### src/rtl/piso_bit_feeder_pkg.sv
// ---------------------------------------------------------------------------
// piso_bit_feeder_pkg
// Shared definitions for the parallel-in/serial-out bit feeder.
//   state_t    : FSM state encoding (ST_IDLE = 0, ST_SHIFT = 1)
//   bcnt_width : width of the remaining-bits counter for a given word width,
//                never less than one bit so WIDTH=1 still has a real register
// ---------------------------------------------------------------------------
package piso_bit_feeder_pkg;

  typedef enum logic {
    ST_IDLE  = 1'b0,
    ST_SHIFT = 1'b1
  } state_t;

  // ceil(log2(w)) with a floor of 1 bit.
  function automatic int bcnt_width(input int w);
    return (w <= 1) ? 1 : $clog2(w);
  endfunction

endpackage

### src/rtl/piso_bit_feeder_if.sv
// ---------------------------------------------------------------------------
// piso_bit_feeder_if
// Valid/ready word-load channel into the bit feeder.
//   load_data  : word to serialize (producer -> feeder)
//   load_valid : load_data is valid (producer -> feeder)
//   load_ready : feeder can take a word this cycle (feeder -> producer)
// Modports:
//   master : the word producer
//   slave  : the feeder
// WIDTH must match the WIDTH of the piso_bit_feeder it is bound to.
// ---------------------------------------------------------------------------
interface piso_bit_feeder_if #(
  parameter int WIDTH = 8
) ();

  logic [WIDTH-1:0] load_data;
  logic             load_valid;
  logic             load_ready;

  modport master (
    output load_data,
    output load_valid,
    input  load_ready
  );

  modport slave (
    input  load_data,
    input  load_valid,
    output load_ready
  );

endinterface

### src/rtl/piso_bit_feeder.sv
// ---------------------------------------------------------------------------
// piso_bit_feeder
// Accepts WIDTH-bit words over a valid/ready channel and plays them out one
// bit per clock on in_bit (qualified by bit_valid), feeding the 11010
// sequence detector. A word offered during the last-bit cycle is taken
// immediately, so consecutive words stream with no gap.
// Ports:
//   clk        : rising-edge clock
//   reset      : asynchronous active-high reset, clears everything
//   load_if    : word load channel (slave side)
//   in_bit     : registered serial bit
//   bit_valid  : registered qualifier, 1 while a payload bit is on in_bit
//   busy       : 1 while the FSM is in SHIFT
//   word_count : accepted words, wraps modulo 2^COUNT_W
// ---------------------------------------------------------------------------
module piso_bit_feeder
  import piso_bit_feeder_pkg::*;
#(
  parameter int WIDTH     = 8,
  parameter bit MSB_FIRST = 1'b1,
  parameter int COUNT_W   = 16
) (
  input  logic               clk,
  input  logic               reset,
  piso_bit_feeder_if.slave   load_if,
  output logic               in_bit,
  output logic               bit_valid,
  output logic               busy,
  output logic [COUNT_W-1:0] word_count
);

  localparam int             CNT_W    = bcnt_width(WIDTH);
  localparam logic [CNT_W-1:0] LAST_IDX = CNT_W'(WIDTH - 1);

  state_t             state, state_nx;
  logic [WIDTH-1:0]   shreg, shreg_nx;
  logic [CNT_W-1:0]   bcnt, bcnt_nx;
  logic [COUNT_W-1:0] word_count_nx;
  logic               in_bit_nx;
  logic               bit_valid_nx;
  logic               accept;

  // The bit that goes on the line next, given a shift-register image.
  function automatic logic head_of(input logic [WIDTH-1:0] v);
    return MSB_FIRST ? v[WIDTH-1] : v[0];
  endfunction

  // Move the register one place toward the head, zero-filling the tail.
  function automatic logic [WIDTH-1:0] shift_toward_head(input logic [WIDTH-1:0] v);
    return MSB_FIRST ? (v << 1) : (v >> 1);
  endfunction

  // bcnt is zero both in IDLE and while the last bit of a word is on the
  // line, which is exactly when a new word may be taken.
  assign load_if.load_ready = (state == ST_IDLE) || (bcnt == '0);
  assign accept             = load_if.load_valid && load_if.load_ready;
  assign busy               = (state == ST_SHIFT);

  // Next-state and datapath. in_bit/bit_valid are computed from the next
  // state so they land in their flops on the same edge as the word, giving
  // bit 0 on the line in the cycle right after the accept.
  always_comb begin
    state_nx      = state;
    shreg_nx      = shreg;
    bcnt_nx       = bcnt;
    word_count_nx = word_count;

    if (accept) begin
      shreg_nx      = load_if.load_data;
      bcnt_nx       = LAST_IDX;
      word_count_nx = word_count + COUNT_W'(1);
      state_nx      = ST_SHIFT;
    end else if (state == ST_SHIFT) begin
      if (bcnt != '0) begin
        shreg_nx = shift_toward_head(shreg);
        bcnt_nx  = bcnt - CNT_W'(1);
      end else begin
        shreg_nx = '0;
        state_nx = ST_IDLE;
      end
    end

    bit_valid_nx = (state_nx == ST_SHIFT);
    in_bit_nx    = bit_valid_nx ? head_of(shreg_nx) : 1'b0;
  end

  // State and datapath registers; reset drops the word in flight at once.
  always_ff @(posedge clk or posedge reset) begin
    if (reset) begin
      state      <= ST_IDLE;
      shreg      <= '0;
      bcnt       <= '0;
      in_bit     <= 1'b0;
      bit_valid  <= 1'b0;
      word_count <= '0;
    end else begin
      state      <= state_nx;
      shreg      <= shreg_nx;
      bcnt       <= bcnt_nx;
      in_bit     <= in_bit_nx;
      bit_valid  <= bit_valid_nx;
      word_count <= word_count_nx;
    end
  end

endmodule

### src/flat_wrapper.sv
// flat-port wrapper written by rule: the top's interface ports become plain ports
module piso_bit_feeder_flat import piso_bit_feeder_pkg::*;
#(
  parameter int WIDTH     = 8,
  parameter bit MSB_FIRST = 1'b1,
  parameter int COUNT_W   = 16
)
  (clk, reset, in_bit, bit_valid, busy, word_count, load_if_load_data, load_if_load_valid, load_if_load_ready);
  piso_bit_feeder_if #(.WIDTH(WIDTH)) load_if_i ();
  input  logic clk;
  input  logic reset;
  output logic in_bit;
  output logic bit_valid;
  output logic busy;
  output logic [COUNT_W-1:0] word_count;
  input wire logic [$bits(load_if_i.load_data)-1:0] load_if_load_data;
  input wire logic [$bits(load_if_i.load_valid)-1:0] load_if_load_valid;
  output wire logic [$bits(load_if_i.load_ready)-1:0] load_if_load_ready;
  assign load_if_i.load_data = load_if_load_data;
  assign load_if_i.load_valid = load_if_load_valid;
  assign load_if_load_ready = load_if_i.load_ready;
  piso_bit_feeder #(.WIDTH(WIDTH), .MSB_FIRST(MSB_FIRST), .COUNT_W(COUNT_W)) u_core (.clk(clk), .reset(reset), .load_if(load_if_i), .in_bit(in_bit), .bit_valid(bit_valid), .busy(busy), .word_count(word_count));
endmodule
### config.mk
export PLATFORM = sky130hd
export DESIGN_NAME = piso_bit_feeder_flat
export DESIGN_NICKNAME = d
export VERILOG_FILES = /design/src/rtl/piso_bit_feeder_pkg.sv /design/src/rtl/piso_bit_feeder_if.sv /design/src/rtl/piso_bit_feeder.sv /design/src/flat_wrapper.sv
export SDC_FILE = /design/constraint.sdc
export NUM_CORES = 1
export LEC_CHECK = 0
export ABC_AREA = 1
export CAP_MARGIN = 20
export CORE_UTILIZATION = 45
export CTS_CLUSTER_DIAMETER = 40
export DETAILED_ROUTE_END_ITERATION = 10
export PLACE_DENSITY = 0.72
export SYNTH_ARGS = -nofsm -noshare
export SYNTH_HDL_FRONTEND = slang
export SYNTH_SLANG_ARGS = --single-unit
### constraint.sdc
create_clock -name clk -period 1.3 [get_ports clk]
set_input_delay 0.13 -clock clk [delete_from_list [all_inputs] [get_ports clk]]
set_output_delay 0.13 -clock clk [all_outputs]
set_load 0.1 [all_outputs]
==> impl_metrics.csv, run 1 <==
group,metric,value,unit
pwr,powerDensity,1860,mW/mm^2
floorplanning,initial_utilization,49.5,%
sta,finalWorstSetupSlack,-0.370,ns
synth,postSynthNetCount,182,
routing,drt_wl_total,4130,um
floorplanning,dieArea,0.00337,sq mm
sta,finClkSkew,0.0113,ns
critical_path,critPathLaunchType,"flop",
global_route,grt_pass1_wl,5840,um
pwr,vdd_ir_drop_max,0.00129,V
final_layout,multi_input_comb_area,806,sq um
final_layout,final_layout_size_suffix_gt1_share,46.4,%
sta,max_slew.worst_pin.slew,0.357,ns
synth,ys_ff_latch,28,
floorplanning,io-pin-count,31,
synth,ys_dominant_reg_cell,"dfrtp_1",
global_route,grt_pass1_vias,1287,
final_layout,fillerInstances,151,
floorplanning,floorplan.rows,19,
sta,timing.final.setup_violations,30,
status,violated_checks,"design-rule violations, negative setup slack",
global_route,grt_start_max_net_pins,29,
cts,clkTransAtPathRegs,0.16,ns
global_route,grt_antenna_before_repair,0,
sta,rsz0062_at_grt,"yes",
cts,cts_tree,"done",
critical_path,critical_path.max_fanout,2,
status,outcome,"finished with violations",
cts,clock_sink_count,28,
placed_design,post-place-cells,238,
routing,remaining_drc_errors,1,
cts,ctsHtreeMaxLevel,1,
final_layout,layout.nets,235,
synth,synth_cell_type_count,26,
placed_design,place_worst_setup_slack,-0.141,ns
routing,drt_iter0_drc,85,
synth,synthCells,168,
floorplanning,floorplan.core_area,0.00285,sq mm
sta,final-max-slew-violation-count,0,
placed_design,detailedPlacementHpwl,2270,um
sta,layout_worst_path_cycle_share,128,%
synth,postSynthAreaPerCell,8.41,sq um
routing,ant_nets,0,
pwr,power.static_leakage,1.21,nW
synth,synth.yosys.seq_area_share,49.6,%
synth,synth-edff-count,0,
final_layout,number_of_cells_in_the_finished_layout_apart_from_fillers,251,
critical_path,worst-endpoint-required,1.17,ns
cts,number_of_buffers_created_by_cts,3,
run,count_of_max_cap_constraint_violations,0,
routing,drt-pass1-iter-count,7,
sta,final-hold-violation-count,0,
hold_path,min_path_type,"primary input to asynchronous set/reset pin",
sta,fin_hold_ws,0.115,ns
global_route,groute.usage.overall,23.0,%
floorplanning,die_x,58.0,um
final_layout,ff_latch_area,741,sq um
cts,cts.root.buffer_cell,"clkbuf_4",
global_route,grt-ovfl-total,0,
synth,yosys_warnings,0,
critical_path,critical_path.endpoint_type,"primary output",
placed_design,port_buffers,30,
critical_path,crit_arrival,1.54,ns
sta,max_clock_freq,0.599,GHz
routing,wl_per_cell,16.4,um
synth,post_synth_instance_area,0.00141,sq mm
final_layout,syn_to_final_growth,73.2,%
routing,route.vias.total,1365,
pwr,post-layout-total-power,0.00455,W
synth,ys_async_sr_fraction,100,%
final_layout,antennaDiodeCount,0,
placed_design,globalplace.congestion,0.830,
routing,route.detailed.vias_per_inst,5.44,
sta,max_slew_margin,76.0,%
floorplanning,die_height,58.0,um
cts,clk-insertion-delay-late,0.35,ns
critical_path,critical_path_class,"flop to primary output",
cts,cts_max_path_buffers,2,
sta,fin_setup_tns,-7.49,ns
sta,post-route-min-period,1.67,ns
[power by group]
group	switching [W]	internal, W
clock	0.000276	0.000121
combinational	0.00164	0.00120
sequential	0.000212	0.00110
total	0.00213	0.00242
[cell usage after synthesis, types with 3 or more instances]
library cell / count / area [sq um]
o21ai_0: 4 / 20.0
nand3_1: 12 / 60.1
ha_1: 3 / 37.5
nor2_1: 6 / 22.5
inv_1: 23 / 86.3
xor2_1: 5 / 43.8
dfrtp_1: 28 / 701
xnor2_1: 4 / 35.0
nand2_1: 60 / 225
[registers in the layout, indices dropped and copies added, names as in the netlist]
register and cells:
u_core.shreg 7, u_core.word_count 16, u_core.bit_valid 1, u_core.bcnt 3, u_core.in_bit 1
[path summary, 6_finish.rpt]
| check | from | slack (ns) | endpoint | depth (start not counted) |
|---|---|---|---|---|
| max | u_core.bcnt[1] | -0.37 | load_if_load_ready | 7 |
| min | reset | 0.11 | u_core.word_count[10] | 3 |
| max reg2reg | u_core.bcnt[0] | -0.33 | u_core.word_count[10] | 10 |
| min reg2reg | u_core.shreg[6] | 0.51 | u_core.in_bit | 2 |
| max in group asynchronous | reset | 0.88 | u_core.word_count[0] | 3 |
| min in group clk | load_if_load_data[7] | 0.31 | u_core.in_bit | 3 |
[area by class of cell]
class                           instances  share of cell area [%]
Multi-Input combinational cell        113                    32.9
Sequential cell                        28                    30.3
Timing Repair Buffer                   47                    28.1
Inverter                               26                    5.12
Tap cell                               31                    1.59
Clock buffer                            4                    1.07
Timing Repair inverter                  2                   0.921
[critical path, stage by stage, from the launching register on]
cell     delay [ns]
dfrtp_1        0.40
inv_2          0.06
ha_4           0.16
ha_4           0.17
inv_4          0.07
nand2_8        0.05
buf_6          0.12
buf_12         0.15
[per-stage QoR]
step	instance area, sq um	utilization (%)
after global routing	2450	85.7
after global placement	2130	74.6
after CTS	2330	81.5
after detailed placement	2130	74.6
final	2450	85.7
after floorplan	1520	-
[kinds of logic (layout without fill, tap and decap cells)]
family                   Yosys count  after routing  share of synthesized area (%)
AND/OR/NAND/NOR                   94             94                           32.1
adder cells (fa/ha/maj)            3              3                           2.66
AO/OA/AOI/OAI                      7              7                           2.66
flip-flops                        28             28                           49.6
XOR/XNOR                           9              9                           5.58
buffers and inverters             27             79                           7.44
[layout by cell type (no fill, tap or decap), drive strengths merged]
master	count
and2	1
inv	27
nand4	2
clkinv	1
clkdlybuf4s50	10
nor3	4
o211ai	1
xor2	5
ha	3
nand3	13
dfrtp	28
nand3b	1
xnor2	4
nand2	63
o21ai	6
nor2	10
buf	37
clkbuf	4
[layer usage]
metal	routed length, um	GRT usage (%)	vias to the layer above	share of wire, %
met3	256	3.57	20	6.2
met1	1620	28.9	647	39
met5	0	0	-	0
li1	-	-	622	-
met2	2060	39.2	76	50
met4	193	10.2	0	4.7
[what timing repair did]
action,in CTS,in global routing
gates cloned,1,1
buffers inserted,7,0
endpoints found under the setup margin,27,32
pin swaps,10,4
resized for setup,27,31
hold buffers,0,0
No activity file was read; power rests on OpenSTA's default activity.
==> inputs of run 2 (changes only) <==
--- a/config.mk
+++ b/config.mk
@@ -11,6 +11,8 @@
 export CTS_CLUSTER_DIAMETER = 40
 export DETAILED_ROUTE_END_ITERATION = 10
 export PLACE_DENSITY = 0.72
+export REMOVE_ABC_BUFFERS = 1
+export SLEW_MARGIN = 20
 export SYNTH_ARGS = -nofsm -noshare
 export SYNTH_HDL_FRONTEND = slang
 export SYNTH_SLANG_ARGS = --single-unit
==> impl_metrics.csv, run 2 (synthesis gave the netlist of run 1 again) <==
group,metric,value,unit
routing,remaining_drc_errors,1,
global_route,grt_start_max_net_pins,29,
critical_path,critical_path.endpoint_type,"flop",
routing,drt_iter0_drc,35,
final_layout,layout.cells.most_common,"nand2_1",
final_layout,syn_to_final_growth,72.4,%
sta,finalWorstSetupSlack,-0.325,ns
sta,layout_worst_path_cycle_share,125,%
final_layout,fin_util,85.4,%
pwr,post-layout-total-power,0.00457,W
cts,hold_buffers,0,
floorplanning,initial_utilization,49.5,%
global_route,grt_pass1_wl,6150,um
hold_path,min_path_type,"primary input to asynchronous set/reset pin",
global_route,grt_pass1_vias,1384,
final_layout,layout.nets,242,
routing,drt_wl_total,4100,um
sta,final-hold-violation-count,0,
cts,cts.root.buffer_cell,"clkbuf_4",
final_layout,largest_register_ffs,16,
final_layout,final_layout_size_suffix_gt1_share,44.1,%
placed_design,place_worst_setup_slack,-0.279,ns
placed_design,port_buffers,30,
floorplanning,die_height,58.0,um
final_layout,layout.cells.most_common_list,"nand2_1, dfrtp_1, buf_12, inv_1, buf_4",
routing,wl_per_cell,15.9,um
critical_path,regToRegSetupSlack,-0.33,ns
final_layout,max_flop_register,"u_core.word_count",
critical_path,critPathLaunchType,"flop",
pwr,power.static_leakage,1.26,nW
floorplanning,floorplan.core_area,0.00285,sq mm
routing,drt-pass1-iter-count,8,
cts,cts_max_path_buffers,2,
sta,max_clock_freq,0.615,GHz
routing,ant_nets,0,
cts,ctsHtreeMaxLevel,1,
sta,timing.final.setup_violations,28,
pwr,powerDensity,1880,mW/mm^2
floorplanning,floorplan.rows,19,
global_route,grt-ovfl-total,0,
cts,number_of_buffers_created_by_cts,3,
sta,fin_hold_ws,0.136,ns
sta,post-route-min-period,1.63,ns
final_layout,antennaDiodeCount,0,
sta,finClkSkew,0.00300,ns
floorplanning,dieArea,0.00337,sq mm
sta,final-max-slew-violation-count,0,
global_route,grt_antenna_before_repair,0,
sta,max_slew.worst_pin.slew,0.405,ns
global_route,groute.usage.overall,24.7,%
cts,clock_sink_count,28,
status,violated_checks,"design-rule violations, negative setup slack",
sta,max_slew_margin,72.8,%
pwr,vdd_ir_drop_max,0.00206,V
final_layout,fillerInstances,144,
final_layout,biggestRegsByFlops,"u_core.word_count x16, u_core.shreg x7, u_core.bcnt x3",
sta,fin_setup_tns,-6.15,ns
status,outcome,"finished with violations",
critical_path,worst-endpoint-required,1.56,ns
routing,route.vias.total,1361,
critical_path,critical_path.max_fanout,7,
routing,route.detailed.vias_per_inst,5.28,
cts,cts_tree,"done",
cts,clk-insertion-delay-late,0.34,ns
floorplanning,io-pin-count,31,
critical_path,crit_arrival,1.88,ns
sta,rsz0062_at_grt,"yes",
placed_design,globalplace.congestion,0.847,
floorplanning,die_x,58.0,um
cts,clkTransAtPathRegs,0.16,ns
run,count_of_max_cap_constraint_violations,0,
placed_design,detailedPlacementHpwl,2300,um
critical_path,critical_path_class,"flop to flop",
## run 2: changes by cell type in the layout (fill, tap and decap cells not counted), sizes merged
| cell | change |
|---|---|
| buf | +7 |
| bufinv | +1 |
| clkbuf | -1 |
| clkinv | +1 |
| inv | -1 |
## run 2: critical path: stages (launching register included)
cell	delay, ns
dfrtp_1	0.41
inv_2	0.08
ha_4	0.14
ha_4	0.12
inv_2	0.04
nand2_4	0.07
buf_6	0.11
nand2_8	0.08
nor3_2	0.18
nand3_1	0.15
nand2_2	0.12
inv_2	0.03
## run 2: worst paths after layout
check,from,endpoint,depth (start not counted)
max,u_core.bcnt[0],u_core.word_count[13],11
min,reset,u_core.shreg[2],3
max reg2reg,u_core.bcnt[0],u_core.word_count[13],11
min reg2reg,u_core.shreg[3],u_core.shreg[3],2
max in group asynchronous,reset,u_core.word_count[5],3
min in group clk,load_if_load_data[3],u_core.shreg[3],3
## run 2: report_power, final
| part | internal (W) | switching [W] | leakage, nW |
|---|---|---|---|
| Sequential | 0.00107 | 0.000172 | 0.364 |
| Clock | 0.000312 | 0.000272 | 0.0279 |
| Combinational | 0.00113 | 0.00162 | 0.873 |
| Total | 0.00251 | 0.00206 | 1.26 |
## run 2: through the flow
step / std cells / cell area (sq um)
6_report: 258 / 2430
2_1_floorplan: 167 / 1410
5_1_grt: 258 / 2430
3_5_place_dp: 241 / 2040
3_3_place_gp: 241 / 2040
4_1_cts: 255 / 2330
## run 2: area by class of cell
cell class / instances / area, sq um / share of cell area (%)
multi-input combinational: 113 / 798 / 32.8
inverter: 26 / 110 / 4.52
sequential: 28 / 701 / 28.8
tap: 31 / 38.8 / 1.59
clock inverter: 1 / 30.0 / 1.23
timing repair buffer: 54 / 718 / 29.5
timing repair inverter: 2 / 16.3 / 0.668
clock buffer: 3 / 22.5 / 0.925
## run 2: repair_timing
item / in CTS / in global routing
gates cloned: 2 / 0
resized for setup: 48 / 22
endpoints found under the setup margin: 28 / 29
buffers inserted: 9 / 3
pin swaps: 14 / 9
## run 2: layer usage
layer | track usage [%] | vias to the layer above | wire [um]
li1 | - | 632 | -
met1 | 27.5 | 666 | 1530
met2 | 44.8 | 51 | 2290
met3 | 3.35 | 12 | 168
met4 | 14.6 | 0 | 110
met5 | 0 | - | 0
